**src/rtl/spi_master_cfg.sv**
```systemverilog
// spi_master_cfg: parametrised SPI master.
//   Configurable word width (DATA_W), SCLK half-period (clk_div+1 clk cycles),
//   all four CPOL/CPHA modes, MSB/LSB-first order and NUM_CS active-low selects.
// Ports:
//   clk, rst_n            system clock, async active-low reset
//   start/busy/done       controller handshake (start sampled only while idle)
//   tx_data, cs_sel,
//   cpol, cpha,
//   lsb_first, clk_div    transfer config, latched when start is accepted
//   rx_data               last received word, updated in the done cycle only
//   MOSI, MISO, SCLK, CS  SPI pins (all outputs registered)
module spi_master_cfg #(
  parameter int DATA_W   = 8,
  parameter int NUM_CS   = 1,
  parameter int DIV_W    = 8,
  localparam int CS_SEL_W = (NUM_CS > 1) ? $clog2(NUM_CS) : 1
) (
  input  logic                clk,
  input  logic                rst_n,
  input  logic                start,
  input  logic [DATA_W-1:0]   tx_data,
  input  logic [CS_SEL_W-1:0] cs_sel,
  input  logic                cpol,
  input  logic                cpha,
  input  logic                lsb_first,
  input  logic [DIV_W-1:0]    clk_div,
  output logic [DATA_W-1:0]   rx_data,
  output logic                busy,
  output logic                done,
  output logic                MOSI,
  input  logic                MISO,
  output logic                SCLK,
  output logic [NUM_CS-1:0]   CS
);
  localparam int EDGES = 2 * DATA_W;
  localparam int EW    = $clog2(EDGES + 1);

  typedef enum logic [1:0] {IDLE, LEAD, XFER, TRAIL} state_t;

  state_t            state_q, state_d;
  logic [DIV_W-1:0]  cnt_q, cnt_d, div_q, div_d;
  logic [EW-1:0]     edge_q, edge_d;
  logic [DATA_W-1:0] tx_q, tx_d, rx_sh_q, rx_sh_d, rx_q, rx_d;
  logic              cpha_q, cpha_d, lsb_q, lsb_d;
  logic              sclk_q, sclk_d, mosi_q, mosi_d;
  logic              busy_q, busy_d, done_q, done_d;
  logic [NUM_CS-1:0] cs_q, cs_d;

  logic              tick, leading, last_edge, cur_bit, next_bit;
  logic [DATA_W-1:0] tx_shift, rx_shift;

  // Counter runs 0..clk_div, so H = clk_div+1 never needs a wider register.
  assign tick      = (cnt_q == div_q);
  // edge_q counts toggles already made; an even count means the next one leads.
  assign leading   = ~edge_q[0];
  assign last_edge = (edge_q == EW'(EDGES - 1));
  assign cur_bit   = lsb_q ? tx_q[0] : tx_q[DATA_W-1];
  assign next_bit  = lsb_q ? tx_q[1] : tx_q[DATA_W-2];
  assign tx_shift  = lsb_q ? {1'b0, tx_q[DATA_W-1:1]} : {tx_q[DATA_W-2:0], 1'b0};
  assign rx_shift  = lsb_q ? {MISO, rx_sh_q[DATA_W-1:1]} : {rx_sh_q[DATA_W-2:0], MISO};

  always_comb begin
    state_d = state_q;
    cnt_d   = cnt_q;
    div_d   = div_q;
    edge_d  = edge_q;
    tx_d    = tx_q;
    rx_sh_d = rx_sh_q;
    rx_d    = rx_q;
    cpha_d  = cpha_q;
    lsb_d   = lsb_q;
    sclk_d  = sclk_q;
    mosi_d  = mosi_q;
    busy_d  = busy_q;
    done_d  = 1'b0;
    cs_d    = cs_q;

    unique case (state_q)
      IDLE: begin
        sclk_d = cpol;
        cs_d   = '1;
        mosi_d = 1'b0;
        if (start) begin
          tx_d    = tx_data;
          div_d   = clk_div;
          cpha_d  = cpha;
          lsb_d   = lsb_first;
          cnt_d   = '0;
          edge_d  = '0;
          busy_d  = 1'b1;
          state_d = LEAD;
          // Out-of-range cs_sel matches no line: transfer runs unselected.
          for (int i = 0; i < NUM_CS; i++)
            if (cs_sel == CS_SEL_W'(i)) cs_d[i] = 1'b0;
          if (!cpha) mosi_d = lsb_first ? tx_data[0] : tx_data[DATA_W-1];
        end
      end
      LEAD: begin
        if (tick) begin
          cnt_d   = '0;
          state_d = XFER;
        end else begin
          cnt_d = cnt_q + DIV_W'(1);
        end
      end
      XFER: begin
        if (tick) begin
          cnt_d  = '0;
          sclk_d = ~sclk_q;
          edge_d = edge_q + EW'(1);
          // Sample edge is leading for cpha=0, trailing for cpha=1.
          if (leading != cpha_q) rx_sh_d = rx_shift;
          if (cpha_q && leading) begin
            mosi_d = cur_bit;
            tx_d   = tx_shift;
          end
          if (!cpha_q && !leading && !last_edge) begin
            mosi_d = next_bit;
            tx_d   = tx_shift;
          end
          if (last_edge) state_d = TRAIL;
        end else begin
          cnt_d = cnt_q + DIV_W'(1);
        end
      end
      TRAIL: begin
        if (tick) begin
          cnt_d   = '0;
          cs_d    = '1;
          busy_d  = 1'b0;
          done_d  = 1'b1;
          rx_d    = rx_sh_q;
          mosi_d  = 1'b0;
          state_d = IDLE;
        end else begin
          cnt_d = cnt_q + DIV_W'(1);
        end
      end
      default: state_d = IDLE;
    endcase
  end

  always_ff @(posedge clk or negedge rst_n) begin
    if (!rst_n) begin
      state_q <= IDLE;
      cnt_q   <= '0;
      div_q   <= '0;
      edge_q  <= '0;
      tx_q    <= '0;
      rx_sh_q <= '0;
      rx_q    <= '0;
      cpha_q  <= 1'b0;
      lsb_q   <= 1'b0;
      sclk_q  <= 1'b0;
      mosi_q  <= 1'b0;
      busy_q  <= 1'b0;
      done_q  <= 1'b0;
      cs_q    <= '1;
    end else begin
      state_q <= state_d;
      cnt_q   <= cnt_d;
      div_q   <= div_d;
      edge_q  <= edge_d;
      tx_q    <= tx_d;
      rx_sh_q <= rx_sh_d;
      rx_q    <= rx_d;
      cpha_q  <= cpha_d;
      lsb_q   <= lsb_d;
      sclk_q  <= sclk_d;
      mosi_q  <= mosi_d;
      busy_q  <= busy_d;
      done_q  <= done_d;
      cs_q    <= cs_d;
    end
  end

  assign rx_data = rx_q;
  assign busy    = busy_q;
  assign done    = done_q;
  assign MOSI    = mosi_q;
  assign SCLK    = sclk_q;
  assign CS      = cs_q;
endmodule

```
**config.mk**
```make
export PLATFORM = sky130hd
export DESIGN_NAME = spi_master_cfg
export DESIGN_NICKNAME = d
export VERILOG_FILES = /design/src/rtl/spi_master_cfg.sv
export SDC_FILE = /design/constraint.sdc
export NUM_CORES = 1
export LEC_CHECK = 0
export CAP_MARGIN = 20
export CORE_ASPECT_RATIO = 0.75
export CORE_MARGIN = 2
export CORE_UTILIZATION = 55
export CTS_CLUSTER_SIZE = 14
export DETAILED_ROUTE_END_ITERATION = 10
export GPL_TIMING_DRIVEN = 0
export PLACE_DENSITY = 0.86
export SETUP_SLACK_MARGIN = 0.5
export SYNTH_ARGS = -nofsm -noshare
export SYNTH_HDL_FRONTEND = slang
export SYNTH_SLANG_ARGS = --single-unit
```
**constraint.sdc**
```tcl
create_clock -name clk -period 5.5 [get_ports clk]
set_input_delay 0.55 -clock clk [delete_from_list [all_inputs] [get_ports clk]]
set_output_delay 0.55 -clock clk [all_outputs]
set_load 0.01 [all_outputs]
```
## Word level (Yosys, flattened, before mapping)

Cells that the tools add are included.

| operators by class | value |
|---|---|
| equality and inequality tests | 12 |
| bitwise logic cells | 2 |
| reduce and logical (&&, ||, !) cells | 20 |
| mux-type cells | 39 |
| div/mod/pow operators | 0 |
| shift operators | 0 |
| add/subtract/negate cells | 2 |
| $lt $le $gt $ge | 0 |
| $mul | 0 |

Operators by type and width:

| cell | number |
|---|---|
| $mux W8 | 8 |
| $pmux W8 S2 | 2 |
| $mux W1 | 16 |
| $mux W2 | 5 |
| $mux W5 | 2 |
| $ne A2 B2 Y1 const B | 5 |
| $pmux W5 S2 | 1 |
| $reduce_and A3 Y1 | 3 |
| $add A8 B1 Y8 const B | 1 |
| $eq A8 B8 Y1 | 1 |
| $pmux W2 S4 | 1 |
| $reduce_and A2 Y1 | 4 |
| $reduce_and A4 Y1 | 2 |
| $pmux W1 S2 | 3 |
| $add A5 B1 Y5 const B | 1 |
| $eq A5 B4 Y1 const B | 1 |
| $reduce_and A5 Y1 | 1 |
| $eq A2 B2 Y1 const B | 2 |
| $reduce_bool A2 Y1 | 2 |
| $logic_and A1 B1 Y1 | 3 |
| $ne A3 B3 Y1 const B | 1 |
| $pmux W1 S3 | 1 |
| $reduce_bool A3 Y1 | 1 |
| $reduce_or A3 Y1 | 1 |
| 5 further kinds | 7 |

| storage, ports and cells | value |
|---|---|
| bits in latches | 0 |
| bits in read-only memories | 0 |
| flip-flop bits (word level) | 54 |
| memory bits (writable) | 0 |
| memories | 0 |

## Depth between registers and ports, before layout

Gate-level depths: netlist of the first run.

| logic depth | value |
|---|---|
| depth in word-level cells | 6 |
| gate-level depth with buffers | 8 |

## Worst setup path before layout of the first run

OpenSTA, ideal clock, no wires.

| path | value |
|---|---|
| kind | register -> register |
| start | register state_q[0] |
| end | register tx_q[1] |
| data required time | 5.375 ns |
| arrival | 1.839 ns |
| path buffers | 1 |
| setup slack | 3.537 ns |
| library setup time | 0.125 ns |
| period minus slack after synthesis | 1.963 ns |
| cell stages (with the launch flop) | 8 |
| cell sequence | dfrtp_1 inv_1 ha_1 clkbuf_1 and2b_1 nor4_4 a21oi_2 mux2_2 |

| between the ends | value |
|---|---|
| word-level cells in the longest chain between the ends | 3 |
| elaborated cells between the ends (all ways) | 8 |

Ends and longest elaborated chain:

| item | RTL line | RTL |
|---|---|---|
| start, declared | 40 | `state_t state_q, state_d;` |
| start signal, assigned | 160 | `state_q <= state_d;` |
| $eq A2 B2 Y1 or $logic_not A2 Y1 (tied branches) | 78 | `unique case (state_q)` |
| $ne A3 B3 Y1 (no source line), or another cell as far along | - |  |
| $reduce_and A4 Y1 (no source line) | - |  |
| end signal, assigned | 164 | `tx_q <= tx_d;` |
| end, declared | 43 | `logic [DATA_W-1:0] tx_q, tx_d, rx_sh_q, rx_sh_d, rx_q, rx_d;` |

Parallel ways exist; a longest one is shown, timed or not.
A chain may end at the register's enable or synchronous reset.

## Final worst setup path of the first run

| path | value |
|---|---|
| start | register state_q[1] |
| end | register tx_q[3] |

The elaborated chain is that of the path after synthesis.

==> results of run 1 <==
[stage by stage]
stage	cell area [um^2]	hold WS, ns
6_report	3470	0.232
5_1_grt	3470	0.275
4_1_cts	3470	0.248
3_5_place_dp	3380	0.472
3_3_place_gp	3370	0.462
2_1_floorplan	2920	0.254
[where the power goes]
part	leakage (nW)	internal (W)	switching [W]	total, W
sequential	0.703	0.000397	0.000000280	0.000397
clock	0.0441	0.0000897	0.000133	0.000223
combinational	0.791	0.0000183	0.0000132	0.0000315
[sequential cells by signal, summed over array words and instances (netlist names), 2 cells and up]
signal   flops
div_q        8
rx_data      8
tx_q         8
state_q      2
rx_sh_q      8
cnt_q        8
edge_q       5
[final cells by class]
cell class                      count  area share (%)
Sequential cell                    54            39.0
Clock buffer                        5            1.98
Tap cell                           72            2.60
Multi-Input combinational cell    191            42.7
Inverter                           11            1.19
Buffer                              9            1.12
Timing Repair Buffer               37            10.8
Clock inverter                      3           0.613
[worst max-delay path: cells and delay by family, from the launching register on]
family | cells | cell delay (ns)
AOI/OAI and AO/OA | 1 | 0.34
adders and majority gates | 1 | 0.17
DFF | 1 | 0.41
and+or+nand+nor | 2 | 0.45
buffers and inverters | 2 | 0.52
muxes | 1 | 0.38
[logic make-up (layout without fill, tap and decap cells)]
group,Yosys count,count (layout),share of synthesized area (%)
xor gates and xnor gates,13,13,3.91
buffers and inverters,20,65,2.75
adders and majority gates,10,10,4.29
muxes,57,57,21.4
and+or+nand+nor,74,74,13.5
AOI/OAI and AO/OA,37,37,7.77
DFF,54,54,46.4
[Yosys cell counts (all sizes together) (4+ instances only)]
master  number
ha          10
mux2i       14
a21oi       11
nand3        9
xnor2       10
o21ai       12
clkbuf       6
nand4        4
dfrtp       53
nand2       20
nor2        19
inv         11
mux2        43
nor3         5
[cells in the final DEF, fill, tap and decap left out, types with 2 or more instances in the layout]
| cell | synthesis | routed |
|---|---|---|
| nand2b_1 | 3 | 3 |
| o21ai_0 | 12 | 12 |
| nor2_1 | 19 | 19 |
| clkbuf_1 | 6 | 6 |
| and3_1 | 2 | 2 |
| mux2_2 | 41 | 41 |
| a21oi_1 | 10 | 10 |
| xor2_1 | 3 | 3 |
| or4_1 | 2 | 2 |
| o21a_1 | 3 | 3 |
| nand4_1 | 3 | 3 |
| nor2b_1 | 3 | 3 |
| xnor2_1 | 10 | 10 |
| nand2_1 | 19 | 19 |
| dfrtp_1 | 53 | 53 |
| o211ai_1 | 2 | 2 |
| nand3b_1 | 2 | 2 |
| inv_1 | 11 | 11 |
| buf_2 | 1 | 2 |
| mux2i_1 | 14 | 14 |
| a31oi_1 | 2 | 2 |
| nor3_1 | 4 | 4 |
| nand3_1 | 9 | 9 |
| ha_1 | 10 | 10 |
| clkbuf_8 | 0 | 5 |
| mux2_1 | 2 | 2 |
| clkdlybuf4s50_1 | 0 | 35 |
[metal layers]
layer	vias up	track usage, %
met4	0	7.01
met2	56	34.9
li1	1021	-
met1	1050	32.6
met3	7	4.09
met5	-	0
[worst paths after layout]
path / start / endpoint
worst max-delay path: state_q[1]$_DFFE_PN0P_ / tx_q[3]$_DFFE_PN0P_
worst min-delay path: rst_n / lsb_q$_DFFE_PN0P_
worst max register to register: state_q[1]$_DFFE_PN0P_ / tx_q[3]$_DFFE_PN0P_
worst min register to register: edge_q[3]$_DFFE_PN0P_ / edge_q[3]$_DFFE_PN0P_
max in group asynchronous: rst_n / CS$_DFFE_PN1P_
min in group clk: edge_q[3]$_DFFE_PN0P_ / edge_q[3]$_DFFE_PN0P_
==> impl_metrics.json, run 1 <==
{
  "outcome": "complete, no violations",
  "drc_errors": 0,
  "setup.reg_to_reg.worst_slack_ns": 3.12,
  "initial_core_utilization_pct": 58.2,
  "pin_count_of_the_biggest_net_entering_global_routing": 30,
  "setup.worst_path.start_class": "flip-flop",
  "async_reset_ff_share_pct": 100,
  "path_max_fanout": 10,
  "highest_layer": "met4",
  "worst_skew_pair.late_latency_ns": 0.31,
  "synthTopCellsByArea": "dfrtp_1 (45%), mux2_2 (16%), mux2i_1 (4.8%)",
  "power.total_w": 0.000651,
  "cts_resized": 0,
  "place_inst": 374,
  "dr.pass1.iters": 4,
  "synth_enable_flop_cells": 0,
  "grt_first_pass_wirelength_um": 10100,
  "post_drt_wl_per_cell_um": 15.4,
  "root_buffer": "clkbuf_8",
  "number_of_global_route_vias_before_repair": 2061,
  "antennaDiodeCount": 0,
  "multiInputGateArea_um2": 1480,
  "finalCoreUtilization_pct": 69.3,
  "vias": 2134,
  "syn_inst": 265,
  "final_period_minus_worst_setup_slack_ns": 2.38,
  "pre_cts_ws_ns": 3.01,
  "route.antenna.remaining_nets": 0,
  "ys.flop_type": "dfrtp_1",
  "wirelength_um": 5870,
  "min_path_type": "in2async",
  "finish.cell_count_without_fillers": 382,
  "rsz0062_at_grt": "no",
  "core.rowCount": 22,
  "syn_area_um2": 2920,
  "slew_of_the_pin_with_the_lowest_slew_margin_ns": 0.633,
  "fp.dieH_um": 67.1,
  "final_layout_size_suffix_gt1_share_pct": 19.4,
  "slew_headroom_pct": 57.8,
  "filler_cell_count": 382,
  "slew_viol_final": 0,
  "wl_met1_um": 2780,
  "fp.dieArea_um2": 5900,
  "h-tree-depth": 2,
  "totalNegativeSetupSlack_ns": 0,
  "design.portCount": 37,
  "finalNetCount": 343,
  "synth_top_cell_area_share_pct": 45.5,
  "power.leakage_nw": 1.54,
  "clkTransAtPathRegs_ns": 0.10,
  "globalRoute.totalOverflow": 0,
  "layout_setup_ws_ns": 3.12,
  "critPathArrivalTime_ns": 2.58,
  "global_placement_routability_congestion": 0.902,
  "maxCapViolCount": 0,
  "avgSynthCellArea_um2": 11.0,
  "clock_skew_ns": 0.0112,
  "globalRouteTotalUtil_pct": 22.6,
  "synthDominantAreaCellType": "dfrtp_1",
  "clock_sinks": 54,
  "met3RoutedLength_um": 264,
  "worst_setup_path_end_kind": "flip-flop",
  "cts.path.max_buffers": 2,
  "rr_worst_depth": 7,
  "synth.yosys.warnings": 0,
  "crit_type": "reg2reg",
  "finalHoldViolCount": 0,
  "yosysSeqAreaShare_pct": 46.4,
  "irDropWorstVdd_v": 0.000156,
  "final-seq-area_um2": 1350,
  "cp_slowest_cell": "dfrtp_1",
  "netlist-cell-type-count": 44,
  "floorplan.core_area_um2": 5010,
  "initial_drc_count": 149,
  "post_synthesis_net_count": 299,
  "min_period_over_period_pct": 43.3,
  "grt_antenna_before_repair": 0,
  "synthToLayoutAreaGrowth_pct": 19.1,
  "tritoncts": "built",
  "port-buffer-count": 36,
  "postSynthRegisterBits": 54,
  "fp.dieW_um": 88.1,
  "final-setup-viol-count": 0,
  "ctsHoldBuffers": 0,
  "critical_path.max_stage_delay_ns": 0.41,
  "cts-buffers-inserted": 5,
  "post-cts-setup-buffers": 0,
  "power.density_nw_per_um2": 188,
  "hpwlAfterDp_um": 4370,
  "viasPerCell": 5.59,
  "routed-wl-met2_um": 2740,
  "critical_path_required_time_ns": 5.70,
  "cp_cell_sequence": "inv_1, ha_1, clkbuf_1, and2b_1, nor4_4, a21oi_2, mux2_2",
  "maxClockFrequency_mhz": 420
}
(Power assumes the default switching activity.)
==> run 2: changes to the inputs <==
--- a/config.mk
+++ b/config.mk
@@ -8,11 +8,11 @@
 export CAP_MARGIN = 20
 export CORE_ASPECT_RATIO = 0.75
 export CORE_MARGIN = 2
-export CORE_UTILIZATION = 55
+export CORE_UTILIZATION = 50
 export CTS_CLUSTER_SIZE = 14
 export DETAILED_ROUTE_END_ITERATION = 10
 export GPL_TIMING_DRIVEN = 0
-export PLACE_DENSITY = 0.86
+export PLACE_DENSITY = 0.83
 export SETUP_SLACK_MARGIN = 0.5
 export SYNTH_ARGS = -nofsm -noshare
 export SYNTH_HDL_FRONTEND = slang
==> constraint.sdc (replaced) <==
create_clock -name clk -period 2.12 [get_ports clk]
set_input_delay 0.212 -clock clk [delete_from_list [all_inputs] [get_ports clk]]
set_output_delay 0.212 -clock clk [all_outputs]
set_load 0.01 [all_outputs]
==> impl_metrics.json, run 2 (synthesized netlist as in run 1, its figures left out) <==
{
  "cts.path.max_buffers": 2,
  "finalCoreUtilization_pct": 70.2,
  "layout.cells.most_common_list": "dfrtp_1 (50), mux2_2 (37), clkdlybuf4s50_1 (34)",
  "power.clock.fraction_pct": 34.3,
  "final-setup-viol-count": 0,
  "place_inst": 380,
  "min_path_type": "in2async",
  "root_buffer": "clkbuf_8",
  "irDropWorstVdd_v": 0.000335,
  "min_period_over_period_pct": 89.7,
  "slew_viol_final": 0,
  "tritoncts": "built",
  "cp_slowest_cell": "dfrtp_1",
  "antennaDiodeCount": 0,
  "hpwlAfterDp_um": 4450,
  "port-buffer-count": 36,
  "fp.dieW_um": 92.2,
  "post_drt_wl_per_cell_um": 17.8,
  "maxCapViolCount": 0,
  "initial_drc_count": 192,
  "worst_skew_pair.late_latency_ns": 0.31,
  "buf_inv_stages_crit_path": 2,
  "initial_core_utilization_pct": 50.8,
  "worst_setup_path_end_kind": "flip-flop",
  "power_switching_w": 0.000387,
  "critPathArrivalTime_ns": 2.10,
  "clock_skew_ns": 0.00789,
  "critical_path.max_stage_delay_ns": 0.40,
  "clkTransAtPathRegs_ns": 0.10,
  "globalRoute.totalOverflow": 0,
  "seq_power_share_pct": 60.6,
  "h-tree-depth": 2,
  "path_max_fanout": 6,
  "drc_errors": 0,
  "critical_path_required_time_ns": 2.32,
  "setup.worst_path.start_class": "flip-flop",
  "fp.dieArea_um2": 6460,
  "filler_cell_count": 377,
  "synthToLayoutAreaGrowth_pct": 38.1,
  "power.density_nw_per_um2": 422,
  "final_layout_size_suffix_gt1_share_pct": 39.9,
  "grt_antenna_before_repair": 0,
  "pin_count_of_the_biggest_net_entering_global_routing": 35,
  "route.antenna.remaining_nets": 0,
  "crit_type": "reg2reg",
  "sw_share_pct": 22.8,
  "cp_cell_sequence": "inv_2, ha_4, buf_8, and2b_4, nor4_4, a21oi_4, mux2_4",
  "vias": 2315,
  "grt_first_pass_wirelength_um": 11400,
  "globalRouteTotalUtil_pct": 22.5,
  "cts-buffers-inserted": 5,
  "viasPerCell": 5.63,
  "wirelength_um": 7310,
  "finalHoldViolCount": 0,
  "global_placement_routability_congestion": 0.847,
  "outcome": "complete, no violations",
  "final_period_minus_worst_setup_slack_ns": 1.90,
  "power.leakage_nw": 1.76,
  "maxClockFrequency_mhz": 526,
  "finish.cell_count_without_fillers": 411,
  "slew_of_the_pin_with_the_lowest_slew_margin_ns": 0.513,
  "rsz0062_at_grt": "yes",
  "design.portCount": 37,
  "floorplan.core_area_um2": 5740,
  "slew_headroom_pct": 65.8,
  "pwr-share-comb_pct": 5.1,
  "core.rowCount": 24,
  "critPathTopFamily": "simple AND/OR/NAND/NOR gates",
  "internal_power_w": 0.00131,
  "finalNetCount": 366,
  "fp.dieH_um": 70.1,
  "number_of_global_route_vias_before_repair": 2347,
  "clock_sinks": 54,
  "mostFrequentLayoutCell": "dfrtp_1",
  "dr.pass1.iters": 5
}
[run 2: cell types whose count changed in the layout (fill, tap and decap cells not counted), moves of 7 or more]
cell / change
o21ai_0: -9
xnor2_2: +7
buf_4: +15
xnor2_1: -7
[run 2: power groups by stage]
stage / clock network (W) / registers [W] / logic, W
2_1_floorplan: 0 / 0.00105 / 0.0000121
3_3_place_gp: 0 / 0.00105 / 0.0000801
3_5_place_dp: 0 / 0.00105 / 0.0000844
4_1_cts: 0.000588 / 0.00103 / 0.0000874
5_1_grt: 0.000629 / 0.00103 / 0.0000950
6_report: 0.000584 / 0.00103 / 0.0000862
[run 2: final cells by class]
cell class	count	area [um^2]	area share (%)
Multi-Input combinational cell	191	1750	43.5
Clock inverter	2	13.8	0.342
Timing Repair Buffer	60	601	14.9
Inverter	11	45.0	1.12
Clock buffer	6	72.6	1.80
Sequential cell	54	1360	33.7
Buffer	9	87.6	2.18
Tap cell	78	97.6	2.42
[run 2: worst paths after layout]
| check | startpoint | end | slack, ns | depth (start not counted) |
|---|---|---|---|---|
| worst max register to register | state_q[1]$_DFFE_PN0P_ | tx_q[2]$_DFFE_PN0P_ | 0.22 | 7 |
| min in group clk | cs_sel | CS$_DFFE_PN1P_ | 0.48 | 3 |
| worst max-delay path | state_q[1]$_DFFE_PN0P_ | tx_q[2]$_DFFE_PN0P_ | 0.22 | 7 |
| worst min register to register | edge_q[3]$_DFFE_PN0P_ | edge_q[3]$_DFFE_PN0P_ | 0.49 | 1 |
| worst min-delay path | rst_n | tx_q[3]$_DFFE_PN0P_ | 0.40 | 2 |
| max in group asynchronous | rst_n | CS$_DFFE_PN1P_ | 1.09 | 3 |
[run 2: what timing repair did]
| item | 4_1_cts | 5_1_grt |
|---|---|---|
| hold buffers | 1 | 0 |
| gates cloned | 1 | 0 |
| endpoints found under the setup margin | 52 | 54 |
| pin swaps | 14 | 17 |
| endpoints found under the hold margin | 20 | 0 |
| buffers inserted | 17 | 4 |
| gates resized for setup | 32 | 38 |
[run 2: per-layer routing]
layer	global-route usage [%]	vias up	part of all wire, %
met2	34.7	71	48
met3	4.21	13	4.8
met4	7.13	0	1.5
met5	0	-	0
li1	-	1080	-
met1	32.3	1151	45
[run 2: stage by stage]
| step | setup TNS, ns | hold slack, ns | power, W | worst slack (ns) | instance area (um^2) |
|---|---|---|---|---|---|
| 2_1_floorplan | 0 | -0.0836 | 0.00106 | 0.348 | 3010 |
| 3_3_place_gp | -41.82 | 0.474 | 0.00113 | -0.788 | 3470 |
| 3_5_place_dp | -0.0454 | 0.204 | 0.00114 | -0.0319 | 3480 |
| 4_1_cts | 0 | 0.405 | 0.00171 | 0.267 | 3850 |
| 5_1_grt | 0 | 0.434 | 0.00176 | 0.169 | 4030 |
| 6_report | 0 | 0.400 | 0.00170 | 0.219 | 4030 |
[run 2: worst reg2reg max path, cell delays in order (launching register included)]
cell and delay, ns:
dfrtp_1 0.40, inv_2 0.07, ha_4 0.16, buf_8 0.12
and2b_4 0.17, nor4_4 0.38, a21oi_4 0.17, mux2_4 0.33
